<file path="config.mk">
export PLATFORM = sky130hd
export DESIGN_NAME = extend_pipe_flat
export DESIGN_NICKNAME = d
export VERILOG_FILES = /design/src/rtl/ext_pkg.sv /design/src/rtl/extend_pipe_if.sv /design/src/rtl/ext_mode_mux.sv /design/src/rtl/extend_pipe.sv /design/src/flat_wrapper.sv
export SDC_FILE = /design/constraint.sdc
export NUM_CORES = 1
export LEC_CHECK = 0
export CAP_MARGIN = 20
export CORE_MARGIN = 1
export CORE_UTILIZATION = 41
export CTS_BUF_LIST = sky130_fd_sc_hd__clkbuf_8
export DETAILED_ROUTE_END_ITERATION = 8
export DONT_BUFFER_PORTS = 1
export HOLD_SLACK_MARGIN = 0.1
export SYNTH_ARGS = -nofsm -noshare
export SYNTH_HDL_FRONTEND = slang
export SYNTH_HIERARCHICAL = 1
export SYNTH_SLANG_ARGS = --single-unit
export TNS_END_PERCENT = 50
</file>
<file path="constraint.sdc">
create_clock -name clk_i -period 2.8 [get_ports clk_i]
set_input_delay 0.42 -clock clk_i [delete_from_list [all_inputs] [get_ports clk_i]]
set_output_delay 0.42 -clock clk_i [all_outputs]
set_load 0.05 [all_outputs]
</file>
<file path="src/rtl/ext_pkg.sv">
// ext_pkg: shared extension-mode encodings for extend_pipe and ext_mode_mux
package ext_pkg;
  typedef enum logic [1:0] {
    MODE_ZERO   = 2'b00,
    MODE_SIGN   = 2'b01,
    MODE_UPPER  = 2'b10,
    MODE_BRANCH = 2'b11
  } mode_e;
endpackage

</file>
<file path="src/rtl/extend_pipe_if.sv">
// extend_pipe_if: upstream valid_i/ready_o/data_i/mode_i, downstream valid_o/ready_i/data_o, cnt_o transfer count
interface extend_pipe_if #(
  parameter int IN_W  = 16,
  parameter int OUT_W = 32,
  parameter int CNT_W = 8
);
  logic             valid_i;
  logic             ready_o;
  logic [IN_W-1:0]  data_i;
  logic [1:0]       mode_i;
  logic             valid_o;
  logic             ready_i;
  logic [OUT_W-1:0] data_o;
  logic [CNT_W-1:0] cnt_o;
  modport master (
    output valid_i, data_i, mode_i, ready_i,
    input  ready_o, valid_o, data_o, cnt_o
  );
  modport slave (
    input  valid_i, data_i, mode_i, ready_i,
    output ready_o, valid_o, data_o, cnt_o
  );
endinterface

</file>
<file path="src/rtl/ext_mode_mux.sv">
// ext_mode_mux: combinational immediate extender; data_i (IN_W) + mode_i -> data_o (OUT_W) per ext_pkg mode
module ext_mode_mux
  import ext_pkg::*;
#(
  parameter int IN_W  = 16,
  parameter int OUT_W = 32
) (
  input  logic [IN_W-1:0]  data_i,
  input  logic [1:0]       mode_i,
  output logic [OUT_W-1:0] data_o
);
  logic [OUT_W-1:0] zext, sext, upper;
  logic [OUT_W-3:0] sext_b;
  assign zext   = OUT_W'(data_i);
  assign sext   = OUT_W'($signed(data_i));
  assign sext_b = (OUT_W-2)'($signed(data_i));
  assign upper  = {data_i, (OUT_W-IN_W)'(0)};
  always_comb begin
    data_o = mode_i == MODE_ZERO  ? zext  :
             mode_i == MODE_SIGN  ? sext  :
             mode_i == MODE_UPPER ? upper :
                                    {sext_b, 2'b00};
  end
endmodule

</file>
<file path="src/rtl/extend_pipe.sv">
// extend_pipe: immediate extender behind a 2-entry skid buffer; ports clk_i, rst_i (async high), io (extend_pipe_if.slave)
module extend_pipe
  import ext_pkg::*;
#(
  parameter int IN_W  = 16,
  parameter int OUT_W = 32,
  parameter int CNT_W = 8
) (
  input logic          clk_i,
  input logic          rst_i,
  extend_pipe_if.slave io
);
  if (OUT_W < IN_W + 2) begin : g_bad_w
    $error("extend_pipe: OUT_W must be >= IN_W+2");
  end
  logic [OUT_W-1:0] res, out_data, skid_data;
  logic             out_valid, skid_valid, rdy_q, in_xfer, out_xfer;
  logic [CNT_W-1:0] cnt;
  ext_mode_mux #(.IN_W(IN_W), .OUT_W(OUT_W)) u_mux (
    .data_i(io.data_i),
    .mode_i(io.mode_i),
    .data_o(res)
  );
  // rdy_q keeps ready_o low through reset and rises on the first edge after it
  assign io.ready_o = rdy_q & ~skid_valid;
  assign io.valid_o = out_valid;
  assign io.data_o  = out_data;
  assign io.cnt_o   = cnt;
  assign in_xfer    = io.valid_i & io.ready_o;
  assign out_xfer   = out_valid & io.ready_i;
  always_ff @(posedge clk_i or posedge rst_i) begin
    if (rst_i) begin
      rdy_q      <= 1'b0;
      out_valid  <= 1'b0;
      skid_valid <= 1'b0;
      out_data   <= '0;
      skid_data  <= '0;
      cnt        <= '0;
    end else begin
      rdy_q <= 1'b1;
      if (out_xfer) cnt <= cnt + 1'b1;
      // in_xfer implies SKID is empty, so only OUT can be occupied here
      if (in_xfer && (!out_valid || out_xfer)) begin
        out_data  <= res;
        out_valid <= 1'b1;
      end else if (in_xfer) begin
        skid_data  <= res;
        skid_valid <= 1'b1;
      end else if (out_xfer) begin
        out_valid  <= skid_valid;
        skid_valid <= 1'b0;
        if (skid_valid) out_data <= skid_data;
      end
    end
  end
endmodule

</file>
<file path="src/flat_wrapper.sv">
// flat-port wrapper written by rule: the top's interface ports become plain ports
module extend_pipe_flat import ext_pkg::*;
#(
  parameter int IN_W  = 16,
  parameter int OUT_W = 32,
  parameter int CNT_W = 8
)
  (clk_i, rst_i, io_valid_i, io_data_i, io_mode_i, io_ready_i, io_ready_o, io_valid_o, io_data_o, io_cnt_o);
  extend_pipe_if #(.IN_W(IN_W), .OUT_W(OUT_W), .CNT_W(CNT_W)) io_i ();
  input logic clk_i;
  input logic rst_i;
  input wire logic [$bits(io_i.valid_i)-1:0] io_valid_i;
  input wire logic [$bits(io_i.data_i)-1:0] io_data_i;
  input wire logic [$bits(io_i.mode_i)-1:0] io_mode_i;
  input wire logic [$bits(io_i.ready_i)-1:0] io_ready_i;
  output wire logic [$bits(io_i.ready_o)-1:0] io_ready_o;
  output wire logic [$bits(io_i.valid_o)-1:0] io_valid_o;
  output wire logic [$bits(io_i.data_o)-1:0] io_data_o;
  output wire logic [$bits(io_i.cnt_o)-1:0] io_cnt_o;
  assign io_i.valid_i = io_valid_i;
  assign io_i.data_i = io_data_i;
  assign io_i.mode_i = io_mode_i;
  assign io_i.ready_i = io_ready_i;
  assign io_ready_o = io_i.ready_o;
  assign io_valid_o = io_i.valid_o;
  assign io_data_o = io_i.data_o;
  assign io_cnt_o = io_i.cnt_o;
  extend_pipe #(.IN_W(IN_W), .OUT_W(OUT_W), .CNT_W(CNT_W)) u_core (.clk_i(clk_i), .rst_i(rst_i), .io(io_i));
endmodule
</file>
# After elaboration in Yosys (flattened, before gate mapping)
# Cells that the tools add are included.
# word_totals
regBits	75
latchBits	0
ram_bits	0
rom_bits	0
input_bits	22
output_inout_bits	42
n_memories	0
# classes
addsub	1
n_mul	0
div_mod_pow	0
magnitude_cmp	0
eq_ne	3
shifts	0
n_mux	12
n_bitwise	5
reduce_logical	11
# ops
operator	n
32-bit two-way mux	5
31-bit two-way mux	2
8-bit by 1-bit adder with 8-bit output, second input constant	1
2-bit AND reduction	3
2-bit nonzero test	3
1-bit two-way mux	5
1-bit AND	3
3-bit AND reduction	1
2-bit by 1-bit == test with 1-bit output, second input constant	1
2-bit == test, second input constant	1
2-bit logical NOT	1
2-bit != test, second input constant	1
1-bit NOT	2
1-bit logical AND	1
1-bit logical NOT	1
1-bit logical OR	1

# Logic depth before layout (Yosys ltp)
# depth
ltp_word	6
ltp_mapped	6
ltp_nobuf	4

# Hierarchy
# Netlist, hierarchy kept.
# by_module_without_submodules
mod	instances	cells_per_inst	area_per_inst_um2	seq_area_each_um2
extend_pipe	1	301	3535.9	1876.8
ext_mode_mux	1	42	364.1	0.0

# Least setup slack after synthesis
# OpenSTA, ideal clock, no wires.
# synth_timing
path_type	reg2reg
from	register u_core.out_valid, in the netlist u_core/io.valid_o
to	register u_core.out_data[10], in the netlist u_core/io.data_o[10]
t_arrival_ps	1786
t_required_ps	2708
path_slack_ps	922
stages_incl_launch_ff	7
n_path_buf	3
synth_period_minus_slack_ps	1878
path_cell_list	dfrtp_1 nor2b_1 clkbuf_2 or3_1 buf_6 buf_8 o31ai_2
# synth_via
elab_chain_cells	5
elab_cells_between_ends	9
cone_classes	eq/ne: 1; mux: 1; bitwise: 1; reduce/logical: 6
# synth_rtl
item	line	source
start, declared	extend_pipe.sv:17	logic out_valid, skid_valid, rdy_q, in_xfer, out_xfer;
start signal, assigned	extend_pipe.sv:50	out_valid <= skid_valid;
1-bit AND or 1-bit logical NOT (tied branches)	extend_pipe.sv:30, extend_pipe.sv:43	
1-bit logical OR	extend_pipe.sv:43	if (in_xfer && (!out_valid || out_xfer)) begin
1-bit logical AND	extend_pipe.sv:43	
2-bit != test (no line) or 2-bit nonzero test (tied branches)	--	
3-bit AND reduction (no line)	--	
end signal, assigned	extend_pipe.sv:44	out_data <= res;
end signal, assigned	extend_pipe.sv:52	if (skid_valid) out_data <= skid_data;
end, declared	extend_pipe.sv:16	logic [OUT_W-1:0] res, out_data, skid_data;
# Parallel ways exist; a longest one is shown, timed or not.
# A chain may end at the register's enable or synchronous reset.

# Worst setup path after layout
# layout_timing
from	register u_core.out_valid, in the netlist u_core/io.valid_o
to	register u_core.out_data[23], in the netlist u_core/io.data_o[23]
# Same word-level chain as after synthesis.

==> results.cfg <==
[global_routing]
antenna_found_initial = 0
grt-ovfl-total = 0
grt_pass1_wl_mm = 14.8
grt_pass1_vias = 2652
grt.total_usage = 0.197
grt_max_degree = 36

[worst_setup_path]
critPathArrivalTime_ns = 2.24
cp.required_ns = 3.05
path_cells = nor2b_2 -> or3_1 -> buf_4 -> o31ai_2
cpPeakStageDelay_ns = 0.62
worstSetupStartpointType = register
crit_type = reg -> reg
endpoint_kind = register
reg2regPathDepth = 4
worst_path_max_delay_cell = dfrtp_1
worst-path-max-fanout = 32

[power]
ir_drop_mv = 0.480
total_power_mw = 4.80
p_per_area_nw_per_um2 = 1150
p_clk_frac = 0.177
pwr-share-seq = 0.560
p_comb_frac = 0.262
p_sw_mw = 2.27
p_leak_nw = 1.86
p_int_mw = 2.53
switching_share = 0.472

[floorplan]
die_w_um = 99.5
num_rows = 35
die_area_um2 = 9910
start_util = 0.422
core_um2 = 9240
num_io_pins = 64
die_y_um = 99.5

[clock_tree]
cts-root-buf = clkbuf_8
clk_path_buf_depth = 2
cts_buffers = 9
clk-insertion-delay-late_ns = 0.35
cts_setup_buffers = 0
cts_resized = 0
clk_pin_slew_worst_paths_ns = 0.09
cts_sinks = 75
tritoncts = yes
htreeDepth = 3

[yosys]
synth_top_cell_area_share = 0.481
synthCells = 343
syn_avg_cell_area_um2 = 11.4
ys_ff_latch = 75
synth_area_leader_cell = dfrtp_1
async_flop_share = 1.00
synth-edff-count = 0
syn_area_um2 = 3900
synth_warnings = 6
synth_top_flop_cell = dfrtp_1
ys_types = 37
yosysSeqAreaShare = 0.481
synthTopCellsByArea = dfrtp_1 (48%), o31ai_2 (9.6%), mux2_2 (9.0%)
synth_fp_nets = 366

[min_path]
min_path_cells = 3
hold_class = in -> reg

[drt]
first_iter_violations = 181
wl_met3_um = 590
drt-pass1-iter-count = 4
routed_wl_mm = 9.42
viasPerCell = 5.79
post-route-drc-count = 0
wl_per_cell_um = 20.2
wl_met2_mm = 4.48
ant_nets = 0
vias = 2697
topRoutingLayerUsed = met4
met1_length_mm = 4.23

[placement]
place_congestion = 0.775
io_buffers = 0
dpl_cell_area_um2 = 3950
dp_hpwl_mm = 5.99
dp_cells = 449

[cells_and_area]
final_util = 0.451
nFillCells = 857
final_cell_mix = dfrtp_1 (75), o31ai_1 (34), a21oi_1 (32), nor2_1 (32), mux2_2 (31)
final_common_cell = dfrtp_1
instances_no_fill = 466
fin_nets = 355
num_antenna_cells = 0
post-route-cell-area_um2 = 4170
syn_to_final_growth_pct = 6.83
drive_above_1_share = 0.306

[sta]
skew_ns = 0.0152
final-hold-violation-count = 0
slew_headroom = 0.476
max_freq_mhz = 503
drv_slew = 0
tightest_slew_ns = 0.785
post-route-min-period_ns = 1.99
fin_setup_tns_ns = 0
finalSetupViolations = 0
rsz0062_at_grt = false
fin_crit_sh = 0.710

[flow_run]
drv_cap = 0

[status]
status = finished, final reports clean
==> synthesized netlist by cell type (5+ instances only) <==
cell type,n
dfrtp_1,75
o31ai_1,34
a21oi_1,33
nor2_1,32
mux2_2,31
o31ai_2,30
clkbuf_1,19
a22o_1,15
a21o_1,11
nand2_1,7
xnor2_1,7
buf_2,6
buf_8,5
==> logic make-up (layout without fill, tap and decap cells) <==
| family | after synthesis | count (layout) | share of synthesized area |
|---|---|---|---|
| AOI/OAI and AO/OA | 129 | 129 | 0.271 |
| DFF | 75 | 75 | 0.481 |
| and+or+nand+nor | 59 | 59 | 0.0735 |
| buffers and inverters | 38 | 32 | 0.0590 |
| muxes | 33 | 33 | 0.0953 |
| xor gates and xnor gates | 7 | 7 | 0.0157 |
| adders and majority gates | 1 | 1 | 0.00321 |
| other | 1 | 1 | 0.000962 |
==> power by group through the flow <==
| stage | Clock (mW) | Combinational, mW | Sequential, mW |
|---|---|---|---|
| 3_3_place_gp | 0 | 1.23 | 2.70 |
| 4_1_cts | 0.874 | 1.27 | 2.70 |
| 6_report | 0.851 | 1.26 | 2.69 |
| 5_1_grt | 0.920 | 1.39 | 2.75 |
| 2_1_floorplan | 0 | 1.11 | 2.60 |
| 3_5_place_dp | 0 | 1.27 | 2.72 |
==> critical path, delay by kind of cell (launching register included) <==
| family | cells | cell delay (ns) |
|---|---|---|
| flops | 1 | 0.62 |
| buf+inv | 1 | 0.30 |
| simple gates | 2 | 0.63 |
| compound gates | 1 | 0.33 |
==> per-layer routing <==
layer / global-route usage / up-vias
li1: - / 1238
met1: 0.260 / 1369
met2: 0.309 / 79
met3: 0.0548 / 11
met4: 0.0735 / 0
met5: 0 / -
==> area by class of cell <==
type | count | area, µm² | area share
tap | 129 | 161 | 0.0387
multi-input combinational | 230 | 1800 | 0.432
inverter | 3 | 11.3 | 0.00270
clock buffer | 10 | 138 | 0.0330
sequential | 75 | 1880 | 0.450
clock inverter | 6 | 65.1 | 0.0156
timing repair buffer | 13 | 113 | 0.0270
==> through the flow <==
| stage | setup WS, ns | hold WS [ns] |
|---|---|---|
| 3_3_place_gp | 0.881 | 0.349 |
| 3_5_place_dp | 0.837 | 0.351 |
| 2_1_floorplan | 0.470 | 0.459 |
| 6_report | 0.812 | 0.258 |
| 4_1_cts | 0.810 | 0.237 |
| 5_1_grt | 0.759 | 0.266 |
==> worst paths after layout <==
check                                          from                   end  slack (ns)
worst min-delay path                     io_ready_i     u_core/io.valid_o        0.26
min in group asynchronous                     rst_i    u_core/io.cnt_o[3]        0.54
worst max register to register    u_core/io.valid_o  u_core/io.data_o[23]        0.81
worst max-delay path              u_core/io.valid_o  u_core/io.data_o[23]        0.81
worst min register to register  u_core/skid_data[3]   u_core/skid_data[3]        0.50
max in group asynchronous                     rst_i  u_core/skid_data[26]        1.59
==> state kept, by name (all words and copies together) (netlist names) <==
signal	cells
u_core/rdy_q	1
u_core/io.cnt_o	8
u_core/io.data_o	32
u_core/io.valid_o	1
u_core/skid_data	32
u_core/skid_valid	1
==> timing repair <==
action,4_1_cts,5_1_grt
endpoints found under the hold margin,19,0
hold buffers,1,0
endpoints found under the setup margin,0,0
(Power assumes the default switching activity.)
